--- config.mk ---
export PLATFORM = sky130hd
export DESIGN_NAME = onehot_to_bin_decoder_flat
export DESIGN_NICKNAME = d
export VERILOG_FILES = /design/src/rtl/onehot_dec_pkg.sv /design/src/rtl/onehot_to_bin_decoder_if.sv /design/src/rtl/onehot_dec_core.sv /design/src/rtl/onehot_to_bin_decoder.sv /design/src/flat_wrapper.sv
export SDC_FILE = /design/constraint.sdc
export NUM_CORES = 1
export LEC_CHECK = 0
export ABC_AREA = 1
export BUFFER_PORTS_ARGS = -buffer_cell sky130_fd_sc_hd__buf_2
export CAP_MARGIN = 30
export CORE_ASPECT_RATIO = 1.1
export CORE_MARGIN = 2
export CORE_UTILIZATION = 25
export CTS_CLUSTER_DIAMETER = 100
export DETAILED_ROUTE_END_ITERATION = 7
export GPL_TIMING_DRIVEN = 0
export PLACE_DENSITY = 0.51
export SLEW_MARGIN = 20
export SYNTH_ARGS = -nofsm -noshare
export SYNTH_HDL_FRONTEND = slang
export SYNTH_SLANG_ARGS = --single-unit
export TNS_END_PERCENT = 100
--- constraint.sdc ---
create_clock -name clk -period 2.4 [get_ports clk]
set_input_delay 0.72 -clock clk [delete_from_list [all_inputs] [get_ports clk]]
set_output_delay 0.72 -clock clk [all_outputs]
set_load 0.1 [all_outputs]
--- src/rtl/onehot_dec_pkg.sv ---
// Shared types, default sizes and the reference decode function
// for the one-hot-to-binary decoder.
package onehot_dec_pkg;

    // Output buffer occupancy
    typedef enum logic [1:0] {
        EMPTY,
        ONE,
        TWO
    } buf_state_t;

    localparam int unsigned DEF_N     = 4;
    localparam int unsigned DEF_CNT_W = 8;

    // Widest one-hot word the decode function handles; narrower words
    // are zero-extended, which changes neither the lowest set bit nor
    // the popcount.
    localparam int unsigned MAX_N = 256;
    localparam int unsigned MAX_W = 8;

    // Returns {err, idx}: idx is the lowest set bit (0 for an all-zero
    // word), err is set unless exactly one bit is high.
    function automatic logic [MAX_W:0] decode_word(input logic [MAX_N-1:0] word);
        logic [MAX_W-1:0] idx;
        int unsigned      ones;
        idx  = '0;
        ones = 0;
        for (int unsigned i = MAX_N; i > 0; i--) begin
            if (word[i-1]) begin
                idx = MAX_W'(i - 1);
            end
        end
        for (int unsigned i = 0; i < MAX_N; i++) begin
            ones = ones + {31'b0, word[i]};
        end
        return {(ones != 1), idx};
    endfunction

endpackage

--- src/rtl/onehot_to_bin_decoder_if.sv ---
// Handshake bundle between a producer of one-hot words, the decoder
// and the downstream consumer of binary indices.
interface onehot_to_bin_decoder_if
    import onehot_dec_pkg::*;
#(
    parameter int unsigned N     = DEF_N,
    parameter int unsigned CNT_W = DEF_CNT_W
);
    localparam int unsigned W = $clog2(N);

    logic             in_valid;
    logic             in_ready;
    logic [N-1:0]     in_code;
    logic             out_valid;
    logic             out_ready;
    logic [W-1:0]     out_idx;
    logic             out_err;
    logic             clr_count;
    logic [CNT_W-1:0] err_count;

    modport master (
        output in_valid, in_code, out_ready, clr_count,
        input  in_ready, out_valid, out_idx, out_err, err_count
    );

    modport slave (
        input  in_valid, in_code, out_ready, clr_count,
        output in_ready, out_valid, out_idx, out_err, err_count
    );

endinterface

--- src/rtl/onehot_dec_core.sv ---
// Combinational lowest-set-bit index and exactly-one-hot check.
module onehot_dec_core
    import onehot_dec_pkg::*;
#(
    parameter int unsigned N = DEF_N
) (
    input  logic [N-1:0]         code,
    output logic [$clog2(N)-1:0] idx,
    output logic                 err
);
    localparam int unsigned W = $clog2(N);

    logic [MAX_N-1:0] wide;
    logic [MAX_W:0]   res;

    // Zero-extend to the function's width and split its {err, idx} result
    always_comb begin
        wide         = '0;
        wide[N-1:0]  = code;
        res          = decode_word(wide);
        idx          = W'(res[MAX_W-1:0]);
        err          = res[MAX_W];
    end

endmodule

--- src/rtl/onehot_to_bin_decoder.sv ---
// Registered, flow-controlled one-hot-to-binary decoder with a two-entry
// output buffer and a saturating count of accepted erroneous words.
module onehot_to_bin_decoder
    import onehot_dec_pkg::*;
#(
    parameter int unsigned N     = DEF_N,
    parameter int unsigned CNT_W = DEF_CNT_W
) (
    input logic                    clk,
    input logic                    rst,
    onehot_to_bin_decoder_if.slave bus
);
    localparam int unsigned W = $clog2(N);

    logic [W-1:0]     dec_idx;
    logic             dec_err;
    buf_state_t       state;
    logic             in_ready_q;
    logic             out_valid_q;
    logic [W-1:0]     head_idx;
    logic             head_err;
    logic [W-1:0]     tail_idx;
    logic             tail_err;
    logic [CNT_W-1:0] err_count_q;
    logic             accept;
    logic             pop;

    onehot_dec_core #(.N(N)) u_core (
        .code (bus.in_code),
        .idx  (dec_idx),
        .err  (dec_err)
    );

    assign accept = bus.in_valid && in_ready_q;
    assign pop    = out_valid_q && bus.out_ready;

    assign bus.in_ready  = in_ready_q;
    assign bus.out_valid = out_valid_q;
    assign bus.out_idx   = head_idx;
    assign bus.out_err   = head_err;
    assign bus.err_count = err_count_q;

    // Occupancy FSM; head is the presented word, tail the one waiting
    // behind it. in_ready/out_valid are registered from the next state.
    always_ff @(posedge clk or posedge rst) begin
        if (rst) begin
            state       <= EMPTY;
            in_ready_q  <= 1'b0;
            out_valid_q <= 1'b0;
            head_idx    <= '0;
            head_err    <= 1'b0;
            tail_idx    <= '0;
            tail_err    <= 1'b0;
        end else begin
            case (state)
                EMPTY: begin
                    in_ready_q <= 1'b1;
                    if (accept) begin
                        head_idx    <= dec_idx;
                        head_err    <= dec_err;
                        out_valid_q <= 1'b1;
                        state       <= ONE;
                    end
                end
                ONE: begin
                    if (accept && !pop) begin
                        tail_idx   <= dec_idx;
                        tail_err   <= dec_err;
                        in_ready_q <= 1'b0;
                        state      <= TWO;
                    end else if (pop && !accept) begin
                        out_valid_q <= 1'b0;
                        state       <= EMPTY;
                    end else if (pop && accept) begin
                        head_idx <= dec_idx;
                        head_err <= dec_err;
                    end
                end
                TWO: begin
                    if (pop) begin
                        head_idx   <= tail_idx;
                        head_err   <= tail_err;
                        in_ready_q <= 1'b1;
                        state      <= ONE;
                    end
                end
                default: begin
                    in_ready_q  <= 1'b0;
                    out_valid_q <= 1'b0;
                    state       <= EMPTY;
                end
            endcase
        end
    end

    // Saturating error counter, updated at accept time; an erroneous
    // accept in a clear cycle leaves the count at one.
    always_ff @(posedge clk or posedge rst) begin
        if (rst) begin
            err_count_q <= '0;
        end else if (bus.clr_count) begin
            err_count_q <= (accept && dec_err) ? CNT_W'(1) : '0;
        end else if (accept && dec_err && (err_count_q != '1)) begin
            err_count_q <= err_count_q + CNT_W'(1);
        end
    end

endmodule
--- src/flat_wrapper.sv ---
// flat-port wrapper written by rule: the top's interface ports become plain ports
module onehot_to_bin_decoder_flat import onehot_dec_pkg::*;
#(
    parameter int unsigned N     = DEF_N,
    parameter int unsigned CNT_W = DEF_CNT_W
)
  (clk, rst, bus_in_valid, bus_in_code, bus_out_ready, bus_clr_count, bus_in_ready, bus_out_valid, bus_out_idx, bus_out_err, bus_err_count);
  onehot_to_bin_decoder_if #(.N(N), .CNT_W(CNT_W)) bus_i ();
  input logic clk;
  input logic rst;
  input wire logic [$bits(bus_i.in_valid)-1:0] bus_in_valid;
  input wire logic [$bits(bus_i.in_code)-1:0] bus_in_code;
  input wire logic [$bits(bus_i.out_ready)-1:0] bus_out_ready;
  input wire logic [$bits(bus_i.clr_count)-1:0] bus_clr_count;
  output wire logic [$bits(bus_i.in_ready)-1:0] bus_in_ready;
  output wire logic [$bits(bus_i.out_valid)-1:0] bus_out_valid;
  output wire logic [$bits(bus_i.out_idx)-1:0] bus_out_idx;
  output wire logic [$bits(bus_i.out_err)-1:0] bus_out_err;
  output wire logic [$bits(bus_i.err_count)-1:0] bus_err_count;
  assign bus_i.in_valid = bus_in_valid;
  assign bus_i.in_code = bus_in_code;
  assign bus_i.out_ready = bus_out_ready;
  assign bus_i.clr_count = bus_clr_count;
  assign bus_in_ready = bus_i.in_ready;
  assign bus_out_valid = bus_i.out_valid;
  assign bus_out_idx = bus_i.out_idx;
  assign bus_out_err = bus_i.out_err;
  assign bus_err_count = bus_i.err_count;
  onehot_to_bin_decoder #(.N(N), .CNT_W(CNT_W)) u_core (.clk(clk), .rst(rst), .bus(bus_i));
endmodule
# After elaboration in Yosys (flattened, before gate mapping)
# Cells that the tools add are included.
[op_classes] bitwise_logic=1 add_sub_neg=4 eq_ne=12 reduce_logical=17 muxes=31
[ops] op="$mux 2" count=13
[ops] op="$mux 8" count=2
[ops] op="$pmux 2 s3" count=2
[ops] op="$mux 1" count=11
[ops] op="$ne 2x2->1 const B" count=5
[ops] op="$pmux 1 s3" count=3
[ops] op="$add 8x1->8 const B" count=1
[ops] op="$ne 8x8->1 const B" count=1
[ops] op="$logic_and 1x1->1" count=7
[ops] op="$reduce_and 6->1" count=1
[ops] op="$add 3x1->4" count=1
[ops] op="$ne 2x1->1 const B" count=2
[ops] op="$ne 4x1->1 const B" count=1
[ops] op="$reduce_and 2->1" count=2
[ops] op="$reduce_and 4->1" count=1
[ops] op="$add 2x1->3" count=1
[ops] op="$ne 3x3->1 const B" count=1
[ops] op="$reduce_and 3->1" count=1
[ops] op="$reduce_bool 3->1" count=1
[ops] op="$add 1x1->2" count=1
[ops] op="$eq 2x1->1 const B" count=1
[ops] op="$eq 2x2->1 const B" count=1
[ops] op="$logic_not 1->1" count=2
[ops] op="$logic_not 2->1" count=1
[ops] op="2 further kinds" count=2
[totals] ff_bits=18 inputBits=9 output_inout_bits=13

# Depth between registers and ports, before layout
# Gate-level depths: netlist of the first run.
[logic_depth] ltp_word=8 ltp_mapped=13 ltp_nobuf=13

# Modules after synthesis
# From an unflattened synthesis of the first run, not the netlist that was laid out.
[unflattened] hier_cells=148 hier_area_um2=1116.1
[by_module_without_submodules] mod="onehot_to_bin_decoder" seq_area_each_um2=450.4 cells_each=134 n_inst=1 area_each_um2=1014.7
[by_module_without_submodules] mod="onehot_dec_core" seq_area_each_um2=0.0 cells_each=14 n_inst=1 area_each_um2=101.3

# Worst setup path before layout of the first run
# No wires, ideal clock.
[synth_timing] path_kind="input -> register" start="in bus_in_code[0]" end="reg u_core.err_count_q[2] (netlist: u_core.bus.err_count[2])" slack_ns=-0.033 t_required_ns=2.279 stages=13 t_arrival_ns=2.312 setup_ns=0.121 n_path_buf=0 path_cell_list="inv_1 fa_1 inv_1 ha_1 ha_1 inv_1 nand3_1 nand2_1 inv_2 nand2_2 nand2_1 nand2_1 nand2_1"
[synth_via] elab_chain_cells=7
[synth_lines] element="start: declaration" line="flat_wrapper.sv:12" source="input wire logic [$bits(bus_i.in_code)-1:0] bus_in_code;"
[synth_lines] element="$add 1x1->2" line="onehot_dec_pkg.sv:34" source="ones = ones + {31'b0, word[i]};"
[synth_lines] element="$add 2x1->3" line="onehot_dec_pkg.sv:34"
[synth_lines] element="$add 3x1->4" line="onehot_dec_pkg.sv:34"
[synth_lines] element="$ne 4x1->1" line="onehot_dec_pkg.sv:36" source="return {(ones != 1), idx};"
[synth_lines] element="$logic_and 1x1->1 (2 in a row)" line="onehot_to_bin_decoder.sv:103" source="end else if (accept && dec_err && (err_count_q != '1)) begin"
[synth_lines] element="$reduce_bool 2->1 (no line)"
[synth_lines] element="end signal: assignment" line="onehot_to_bin_decoder.sv:102" source="err_count_q <= (accept && dec_err) ? CNT_W'(1) : '0;"
[synth_lines] element="end signal: assignment" line="onehot_to_bin_decoder.sv:104" source="err_count_q <= err_count_q + CNT_W'(1);"
[synth_lines] element="end: declaration" line="onehot_to_bin_decoder.sv:24" source="logic [CNT_W-1:0] err_count_q;"
# Every way passes these cells.
# A chain may end at the register's enable or synchronous reset.

# Worst setup path in the final report of the first run
[layout_timing] start="in bus_in_code[3]" end="reg u_core.err_count_q[2] (netlist: u_core.bus.err_count[2])"
[layout_via] elab_chain_cells=5
[layout_lines] element="$add 3x1->4" line="onehot_dec_pkg.sv:34"
[layout_lines] element="$ne 4x1->1" line="onehot_dec_pkg.sv:36"
[layout_lines] element="$logic_and 1x1->1 (2 in a row)" line="onehot_to_bin_decoder.sv:103"
[layout_lines] element="$reduce_bool 2->1 (no line)"
# Every way passes these cells.

==> results of run 1 <==
-- layout make-up --
cell class	count	area (µm²)	share of cell area [%]
flip-flops and latches	18	450.4	31.06
repair buffers	21	105.1	7.248
inverters	26	100.1	6.903
well taps	56	70.07	4.832
plain buffers	1	3.754	0.2588
clock buffers	4	55.05	3.796
multi-input cells	116	665.6	45.90
-- worst min-delay path, stage by stage (launching register included) --
cell     delay (ns)
dfrtp_1        0.35
nand2_1        0.06
nand2_1        0.05
-- metal layers --
| layer | global-route usage (%) | wire length [µm] |
|---|---|---|
| met3 | 2.910 | 124 |
| met5 | 0 | 0 |
| met4 | 2.614 | 17 |
| met2 | 19.98 | 1189 |
| met1 | 12.55 | 1242 |
-- logic make-up after synthesis --
group / count (synthesis) / share of synthesized area, %
flip-flops: 18 / 38.46
AO/OA/AOI/OAI: 15 / 6.945
AND/OR/NAND/NOR: 93 / 37.07
adder cells (fa/ha/maj): 7 / 8.120
buffers and inverters: 27 / 8.654
XOR/XNOR: 1 / 0.7480
-- state kept, by name (all words and copies together), names as in the netlist --
register / cells
u_core.tail_idx: 2
u_core.tail_err: 1
u_core.bus.err_count: 8
u_core.bus.out_err: 1
u_core.bus.in_ready: 1
u_core.bus.out_idx: 2
u_core.bus.out_valid: 1
u_core.state: 2
-- cell usage after synthesis, drive strengths merged --
library cell  number
nand3             21
inv               26
nor3               1
fa                 1
o211ai             1
clkbuf             1
a21oi              3
nand2             56
dfrtp             18
xnor2              1
o21ai             11
nor2              15
ha                 6
-- final timing paths --
path	startpoint	to	slack, ns	cells after the start
worst min-delay path	u_core.bus.out_idx[1]	u_core.bus.out_idx[1]	0.48	2
max in group asynchronous	rst	u_core.bus.err_count[0]	1.36	2
worst max-delay path	bus_in_code[3]	u_core.bus.err_count[2]	0.12	14
worst max register to register	u_core.bus.err_count[1]	u_core.bus.err_count[2]	0.93	8
worst min register to register	u_core.bus.out_idx[1]	u_core.bus.out_idx[1]	0.48	2
min in group asynchronous	rst	u_core.bus.err_count[7]	0.58	2
-- what timing repair did --
action | CTS | global route
setup buffers | 0 | 0
gates resized for setup | 0 | 9
endpoints found under the hold margin | 0 | 0
setup endpoints to repair | 0 | 7
-- metrics by stage --
step           setup TNS (ns)  std cells  area (µm²)  hold slack [ns]
4_1_cts                     0        242        1411           0.4896
3_5_place_dp           -1.682        238        1356           0.4690
3_3_place_gp           -1.538        238        1356           0.4696
2_1_floorplan               0        161        1181           0.4591
5_1_grt                     0        242        1450           0.5098
6_report                    0        242        1450           0.4831
-- layout by cell type, fill, tap and decap left out, types with 2 or more instances in the layout --
master    instances
clkbuf_8          4
a21oi_1           2
nand2_2           5
o21ai_0           7
nand3_1          20
dfrtp_1          18
o21ai_1           4
inv_1            19
nor2_1           13
buf_2            21
ha_1              5
nand2_4           6
inv_2             6
nand2_1          44
nor2_4            2
-- where the power goes --
group | switching [mW] | leakage (nW) | internal, mW
sequential | 0.0768 | 0.230 | 0.396
combinational | 0.730 | 0.536 | 0.216
clock | 0.112 | 0.0288 | 0.146
total | 0.919 | 0.795 | 0.758
==> summary.txt, run 1 <==
Floorplanning
  • Die W: 69.26 µm
  • Die Y-Extent: 75.79 µm
  • Core Area: 4587 µm²
  • Rows: 26
  • Full die area: 5249 µm²
  • Io pins: 22
  • Initial core utilization: between 20% and 30%

Global routing
  • GRT Overall Usage: a little over a tenth
  • Antenna violations before repair: 0
  • First-pass GRT wire length: 4519 µm
  • Largest net degree at the start of global routing: 19
  • Via count of the first global-routing pass: 1014
  • GR Overflow Total: 0

Synthesis
  • Post-synth top area cell: dfrtp_1
  • Avg Cell Area, Syn: 7.274 µm²
  • Post-Syn Area: 1171 µm²
  • Post-synth cell types: 19
  • Synth top area share: 38.46%
  • Area contributors post-synth: dfrtp_1, nand2_1, nand3_1
  • Post-synthesis net count: 177
  • Sequential share of the synthesized area: 38.46%
  • Synthesis Warnings: 0
  • Seq cells post-synth: 18
  • Post-synthesis cell count: ~160

Critical path
  • CP required: 2.55 ns
  • Max stage delay cell, worst path: fa_1
  • Critical path arrival: roughly 2.4 ns
  • Type of origin of the critical path: primary input
  • CP cell instances: buf_2 > inv_1 > fa_1 > inv_1 > ha_2 > ha_1 > inv_1 > nand3_2 > nand2_4 > inv_4 > nand2_8 > nand2_4 > nand2_1 > nand2_1
  • WP buf/inv: 5
  • Crit-path max FO: 8
  • CP Capture Type: register
  • Slowest stage delay, CP: 0.54 ns
  • Top cell family by delay on the critical path: adder cells
  • Most common cell on crit path: inv_1
  • Type of the worst setup path: primary input to register

Routing
  • Vias per inst: 4.318
  • Vias: 1045
  • First drt pass iteration count: 4
  • DRC Markers: 0
  • Final ANT Viol Nets: 0
  • Iteration-0 DRC Markers: 11
  • Total wire length: 2574 µm
  • Wire per inst: 10.64 µm

Place
  • GPL Wtd Cong: 0.8086
  • Number of port buffers: 21
  • DP Worst Slack: -0.2643 ns
  • Hpwl dp: just under 2000 µm

Timing
  • Setup Skew: 0.001628 ns
  • Fmax: about 0.44 GHz
  • Worst slew pin tran: between 0.7 and 0.8 ns
  • Unrepaired setup endpoints after global routing: no
  • Post-layout minimum cycle time: 2.279 ns
  • Max-slew violations: 0
  • Final setup fails: 0
  • Final hold violations: 0
  • Tcrit/Tclk final: 94.96%
  • Final WS setup: 0.1208 ns
  • Worst slew margin: 50.80%

Layout
  • Ant diodes: 0
  • Util after Layout: 31.61%
  • Layout area overhead: 23.82%
  • Layout cells sized above 1: between 20% and 30%
  • Layout Nets: 203
  • Fillers: 502

Flow run
  • Max Cap Viol: 0

Clock network
  • Clk sinks: 18
  • CTS tree: done
  • Clock Latency Late Sink: around 0.26 ns
  • Cts hold-fix bufs: 0
  • CTS Buf Count: 3
  • Worst-path clk slew: 0.07 ns
  • Clock Tree Buf Depth: 2
  • Htree depth: 1
  • Clk root buf: clkbuf_8

Power and ir drop
  • Peak supply drop: ~0.52 mV
  • Cell Pwr Density: roughly 1200 nW/µm²
  • Total power: 1.676 mW
  • Pleak: 0.7946 nW

Run status
  • Status: completed

Hold path
  • HP Class: register to register
Power figures use the tool's default switching activity.
==> inputs of run 2 (changes only) <==
clock period = 2.15 ns   (was 2.4 ns; I/O delays follow)
==> summary.txt, run 2 (synthesized netlist as in run 1, its figures left out) <==
Critical path
  • CP required: 2.35 ns (-0.20 ns)
  • CP Capture Type: register
  • Type of origin of the critical path: primary input
  • Critical path arrival: 2.32 ns (-0.11 ns)
  • Type of the worst setup path: primary input to register
  • Crit-path max FO: 5 (-3)

Power and ir drop
  • Peak supply drop: 0.6161 mV (+18%)
  • Pint: 0.8609 mW (+14%)
  • Combinational power share: 57.1% (+0.7 points)
  • Sw frac: 54.69% (-0.11 points)
  • Seq pwr share: 27.8% (-0.4 points)
  • Sw power: 1.039 mW (+13%)
  • Cell Pwr Density: 1255 nW/µm² (+8.6%)
  • Pleak: 0.8074 nW (+1.6%)
  • Clock power share: 15.1% (-0.3 points)

Clock network
  • CTS Buf Count: 3 (unchanged)
  • CTS tree: done
  • Clk sinks: 18 (unchanged)
  • Cts hold-fix bufs: 0 (unchanged)
  • Clock Tree Buf Depth: 2 (unchanged)
  • Worst-path clk slew: 0.07 ns (about the same)
  • Htree depth: 1 (unchanged)
  • Clock Latency Late Sink: 0.25 ns (about the same)
  • Clk root buf: clkbuf_8

Timing
  • Max-slew violations: 0 (unchanged)
  • Fmax: ~0.47 GHz
  • Tcrit/Tclk final: between 90% and 100%
  • Final setup fails: 0 (unchanged)
  • Worst slew pin tran: 0.6944 ns (-0.04275 ns)
  • Final WS setup: 0.02567 ns (-0.09518 ns)
  • Unrepaired setup endpoints after global routing: yes
  • Final hold violations: 0 (unchanged)
  • Setup TNS: 0 ns (unchanged)
  • Setup Skew: 0.002067 ns (+0.0004394 ns)
  • Worst hold slack: 0.4867 ns (+0.003598 ns)
  • Post-layout minimum cycle time: 2.124 ns
  • Worst slew margin: 53.65% (+2.9 points)

Place
  • DP Worst Slack: -0.4471 ns (-0.1828 ns)
  • Hpwl dp: 1889 µm (-3.3%)
  • Number of port buffers: 21 (unchanged)
  • GPL Wtd Cong: 0.8012 (-0.92%)

Routing
  • Total wire length: 2543 µm (-1.2%)
  • Final ANT Viol Nets: 0 (unchanged)
  • Iteration-0 DRC Markers: 50 (+39)
  • Vias: 1059 (+1.3%)
  • Wire per inst: 10.47 µm (-1.6%)
  • Vias per inst: 4.358 (+0.92%)
  • DRC Markers: 0 (unchanged)
  • First drt pass iteration count: 4 (unchanged)

Floorplanning
  • Die Y-Extent: 75.79 µm (unchanged)
  • Rows: 26 (unchanged)
  • Die W: 69.26 µm (unchanged)
  • Full die area: 5249 µm² (unchanged)
  • Io pins: 22 (unchanged)
  • Core Area: 4587 µm² (unchanged)
  • Initial core utilization: 25.53% (unchanged)

Layout
  • Most common cell after layout, fill and taps aside: nand2_1
  • Layout area overhead: 29.27%
  • Layout Nets: 204 (+0.49%)
  • Ant diodes: 0 (unchanged)
  • Largest register FFs: 8 (unchanged)
  • Most frequent cells in the layout: nand2_1, buf_2, dfrtp_1
  • Fillers: 482 (-4.0%)
  • Layout cells sized above 1: 30.48% (+4.1 points)

Run status
  • Status: completed

Global routing
  • Largest net degree at the start of global routing: 19 (unchanged)
  • GR Overflow Total: 0 (unchanged)
  • Antenna violations before repair: 0 (unchanged)
  • First-pass GRT wire length: 4574 µm (+1.2%)
  • Via count of the first global-routing pass: 1079 (+6.4%)
  • GRT Overall Usage: 10.89% (+0.13 points)

Flow run
  • Max Cap Viol: 0 (unchanged)

Hold path
  • HP Class: primary input to async pin
## run 2: changes by cell type in the layout (fill, tap and decap cells not counted), sizes merged
| cell | previous run | this run |
|---|---|---|
| buf | 21 | 22 |
## run 2: final cells by class
| class | count | area [µm²] | share of cell area [%] |
|---|---|---|---|
| Clock buffer | 4 | 55.05 | 3.636 |
| Buffer | 1 | 3.754 | 0.2479 |
| Inverter | 26 | 110.1 | 7.273 |
| Timing Repair Buffer | 22 | 135.1 | 8.926 |
| Tap cell | 56 | 70.07 | 4.628 |
| Multi-Input combinational cell | 116 | 689.4 | 45.54 |
| Sequential cell | 18 | 450.4 | 29.75 |
## run 2: path summary, 6_finish.rpt
kind,startpoint,end,slack (ns),depth (start not counted)
min in group clk,u_core.bus.out_idx[0],u_core.bus.out_idx[0],0.49,2
hold / removal,rst,u_core.bus.err_count[5],0.49,2
max in group asynchronous,rst,u_core.bus.err_count[6],1.22,2
setup reg to reg,u_core.bus.in_ready,u_core.bus.out_err,0.76,10
setup / recovery,bus_in_code[0],u_core.bus.err_count[5],0.03,12
hold reg to reg,u_core.bus.out_idx[0],u_core.bus.out_idx[0],0.49,2
## run 2: worst max-delay path, stage by stage
cell and delay, ns:
buf_8 0.08, inv_4 0.03, fa_1 0.53, inv_1 0.05, ha_2 0.17, ha_4 0.26, inv_2 0.04, nand3_4 0.06
nand2_4 0.07, a21oi_4 0.20, nand3_1 0.10, nand2_1 0.09
## run 2: timing repair
item                       CTS  global route
setup endpoints to repair    8             9
buffers inserted             1             0
pin swaps                    4             1
resized for setup           13             6
## run 2: stage by stage
| step | power (mW) | instance area (µm²) | cells | utilization [%] |
|---|---|---|---|---|
| final | 1.900 | 1514 | 243 | 33.01 |
| after global routing | 2.036 | 1514 | 243 | 33.01 |
| after CTS | 1.902 | 1489 | 243 | 32.46 |
| after detailed placement | 1.582 | 1371 | 238 | 29.90 |
| after global placement | 1.585 | 1371 | 238 | 29.90 |
| after floorplan | 1.405 | 1196 | 161 | - |
## run 2: power by group through the flow
stage	clock network (mW)	registers, mW	logic [mW]
2_1_floorplan	0	0.936	0.468
3_3_place_gp	0	0.534	1.05
3_5_place_dp	0	0.535	1.05
4_1_cts	0.296	0.530	1.08
5_1_grt	0.312	0.547	1.18
6_report	0.286	0.529	1.09
## run 2: per-layer routing
layer | vias to the layer above | global-route usage [%] | share of wire, %
met2 | 20 | 21.58 | 50
li1 | 553 | - | -
met3 | 2 | 2.910 | 4.7
met1 | 484 | 11.72 | 44
met4 | 0 | 2.614 | 0.87
met5 | - | 0 | 0
==> inputs of run 3 (changes only) <==
ABC_AREA = default   (was 1)
PLACE_DENSITY = 0.52   (was 0.51)
==> summary.txt, run 3 <==
Synthesis
  • Post-synth EDFFs: 0 (unchanged)
  • Synth top area share: 42.45% (+4.0 points)
  • Post-synth top flop: dfrtp_1
  • Area contributors post-synth: dfrtp_1, ha_1, mux2_2
  • Post-synth top area cell: dfrtp_1
  • Post-synthesis cell count: 107 (-34%)
  • Seq cells post-synth: 18 (unchanged)
  • Post-synth top cells: dfrtp_1, inv_1, a21oi_1, o21ai_0, nand2_1
  • Synthesis Warnings: 0 (unchanged)
  • Sequential share of the synthesized area: 42.45% (+4.0 points)
  • Post-synthesis net count: 123 (-31%)
  • Post-synth cell types: 34 (+15)
  • FFs w/ async S/R, synth: 100.0% (unchanged)
  • Avg Cell Area, Syn: 9.916 µm² (+36%)
  • Count leader, synth: dfrtp_1
  • Post-Syn Area: 1061 µm² (-9.4%)

Power and ir drop
  • Seq pwr share: 42.5% (+15 points)
  • Cell Pwr Density: 615.0 nW/µm² (-51%)
  • Sw power: 0.2690 mW (-74%)
  • Total power: 0.8495 mW (-55%)
  • Peak supply drop: 0.2826 mV (-54%)
  • Sw frac: 31.67% (-23 points)
  • Pint: 0.5805 mW (-33%)
  • Clock power share: 32.8% (+18 points)
  • Pleak: 0.6483 nW (-20%)
  • Combinational power share: 24.7% (-32 points)

Place
  • Number of port buffers: 20 (-4.8%)
  • Placed cells: 179 (-25%)
  • Hpwl dp: 1784 µm (-5.6%)
  • GPL Wtd Cong: 0.7588 (-5.3%)

Timing
  • Unrepaired setup endpoints after global routing: yes
  • Final setup fails: 9 (+9)
  • Final hold violations: 0 (unchanged)
  • Worst slew margin: 51.35% (-2.3 points)
  • Setup Skew: 0.001828 ns (-0.0002395 ns)
  • Post-layout minimum cycle time: 2.464 ns (+0.3395 ns)
  • Fmax: 0.4059 GHz (-14%)
  • Tcrit/Tclk final: 114.6% (+16 points)
  • Worst slew pin tran: 0.7289 ns (+0.03444 ns)
  • Final WS setup: -0.3139 ns (-0.3395 ns)
  • Max-slew violations: 0 (unchanged)

Global routing
  • GRT Overall Usage: 10.50% (-0.40 points)
  • GR Overflow Total: 0 (unchanged)
  • First-pass GRT wire length: 3919 µm (-14%)
  • Antenna violations before repair: 0 (unchanged)
  • Largest net degree at the start of global routing: 19 (unchanged)
  • Via count of the first global-routing pass: 874 (-19%)

Critical path
  • CP Capture Type: register
  • CP required: 2.30 ns (-0.05 ns)
  • R2R setup slack: 0.37 ns (-0.39 ns)
  • Type of origin of the critical path: primary input
  • Critical path arrival: 2.61 ns (+0.29 ns)
  • Type of the worst setup path: primary input to register
  • R2R cell count: 7 (-3)
  • Crit-path max FO: 5 (unchanged)

Floorplanning
  • Die W: 66.12 µm (-4.5%)
  • Core Area: 4024 µm² (-12%)
  • Die Y-Extent: 72.33 µm (-4.6%)
  • Io pins: 22 (unchanged)
  • Full die area: 4782 µm² (-8.9%)
  • Rows: 24 (-7.7%)
  • Initial core utilization: 26.37% (+0.84 points)

Routing
  • Wire per inst: 13.15 µm (+26%)
  • Total wire length: 2445 µm (-3.9%)
  • Iteration-0 DRC Markers: 38 (-24%)
  • Final ANT Viol Nets: 0 (unchanged)
  • DRC Markers: 0 (unchanged)
  • First drt pass iteration count: 2 (-2)
  • Vias: 872 (-18%)
  • Vias per inst: 4.688 (+7.6%)

Hold path
  • HP Class: primary input to async pin

Run status
  • Status: finished with violations
  • Failing checks: negative setup slack

Flow run
  • Max Cap Viol: 0 (unchanged)

Clock network
  • CTS Buf Count: 3 (unchanged)
  • Clock Latency Late Sink: 0.25 ns (about the same)
  • Worst-path clk slew: 0.07 ns (about the same)
  • Htree depth: 1 (unchanged)
  • Clock Tree Buf Depth: 2 (unchanged)
  • Clk root buf: clkbuf_8
  • CTS tree: done
  • Clk sinks: 18 (unchanged)

Layout
  • Layout cells sized above 1: 36.57% (+6.1 points)
  • Layout Nets: 151 (-26%)
  • Most common cell after layout, fill and taps aside: buf_2
  • Register area: 452.9 µm² (+0.56%)
  • Ant diodes: 0 (unchanged)
  • Most frequent cells in the layout: buf_2, dfrtp_1
  • Layout area overhead: 30.19%
  • Post-route insts no fill: 186 (-23%)
  • Largest register FFs: 8 (unchanged)
  • Util after Layout: 34.33% (+1.3 points)
  • Fillers: 434 (-10%)
  • Area of the multi-input gates: 575.6 µm² (-17%)
==> run 3: cell count changes after synthesis, sizes merged, moves of 4 or more <==
cell / before / now
a21oi: 3 / 8
buf: 0 / 4
inv: 26 / 10
mux2: 0 / 5
nand2: 56 / 7
nand3: 21 / 5
nor2: 15 / 5
==> run 3: worst max-delay path, cell delays in order <==
cell       delay (ns)
buf_8            0.08
inv_4            0.03
fa_1             0.53
inv_1            0.04
ha_2             0.17
ha_4             0.21
or3b_4           0.40
o2111ai_4        0.12
buf_6            0.16
mux2i_1          0.17
nor2_1           0.05
==> run 3: cell type report <==
| class | count | share of cell area [%] |
|---|---|---|
| buffer | 4 | 2.808 |
| clock buffer | 4 | 3.986 |
| timing repair buffer | 23 | 10.60 |
| inverter | 10 | 3.442 |
| multi-input combinational | 75 | 41.67 |
| tap | 52 | 4.710 |
| sequential | 18 | 32.79 |
==> run 3: per-layer routing <==
layer | GRT usage (%) | wire length (µm)
met2 | 19.56 | 1250
met4 | 0.6803 | 0
met1 | 12.31 | 1056
met5 | 0 | 0
met3 | 3.101 | 137
==> run 3: cells by family (layout without fill, tap and decap cells) <==
kind of cell    count (synthesis)  after routing  synth area share, %
simple gates                   35             35                18.75
mux                             7              7                7.547
fa+ha+maj                       7              7                8.962
buf+inv                        14             41                7.193
flops                          18             18                42.45
compound gates                 26             26                15.09
==> run 3: final timing paths <==
| path | from | to |
|---|---|---|
| worst min-delay path | rst | u_core.tail_idx[0] |
| worst max-delay path | bus_in_code[1] | u_core.bus.err_count[1] |
| worst min register to register | u_core.tail_err | u_core.tail_err |
| max in group asynchronous | rst | u_core.bus.out_valid |
| min in group clk | u_core.tail_err | u_core.tail_err |
| worst max register to register | u_core.bus.in_ready | u_core.bus.out_err |
==> run 3: stage by stage <==
step                setup slack [ns]  instance area [µm²]  setup TNS, ns  hold WS, ns
floorplan                    -0.4678                 1100         -3.451       0.4498
global placement             -0.7054                 1265         -6.063       0.4664
detailed placement           -0.7357                 1265         -6.420       0.4823
CTS                          -0.3442                 1361         -2.583       0.5015
global route                 -0.4042                 1381         -3.418       0.5181
finish                       -0.3139                 1381         -2.515       0.4973
==> run 3: power groups by stage <==
stage | clock network [mW] | registers, mW | logic [mW]
after floorplan | 0 | 0.432 | 0.0824
after global placement | 0 | 0.366 | 0.188
after detailed placement | 0 | 0.366 | 0.192
after CTS | 0.291 | 0.360 | 0.203
after global routing | 0.304 | 0.362 | 0.225
final | 0.279 | 0.361 | 0.210
==> run 3: timing repair <==
action,4_1_cts,5_1_grt
gates resized for setup,8,5
pin swaps,8,2
endpoints found under the setup margin,10,10
setup buffers,1,1
gates cloned,1,0
hold buffers,0,0
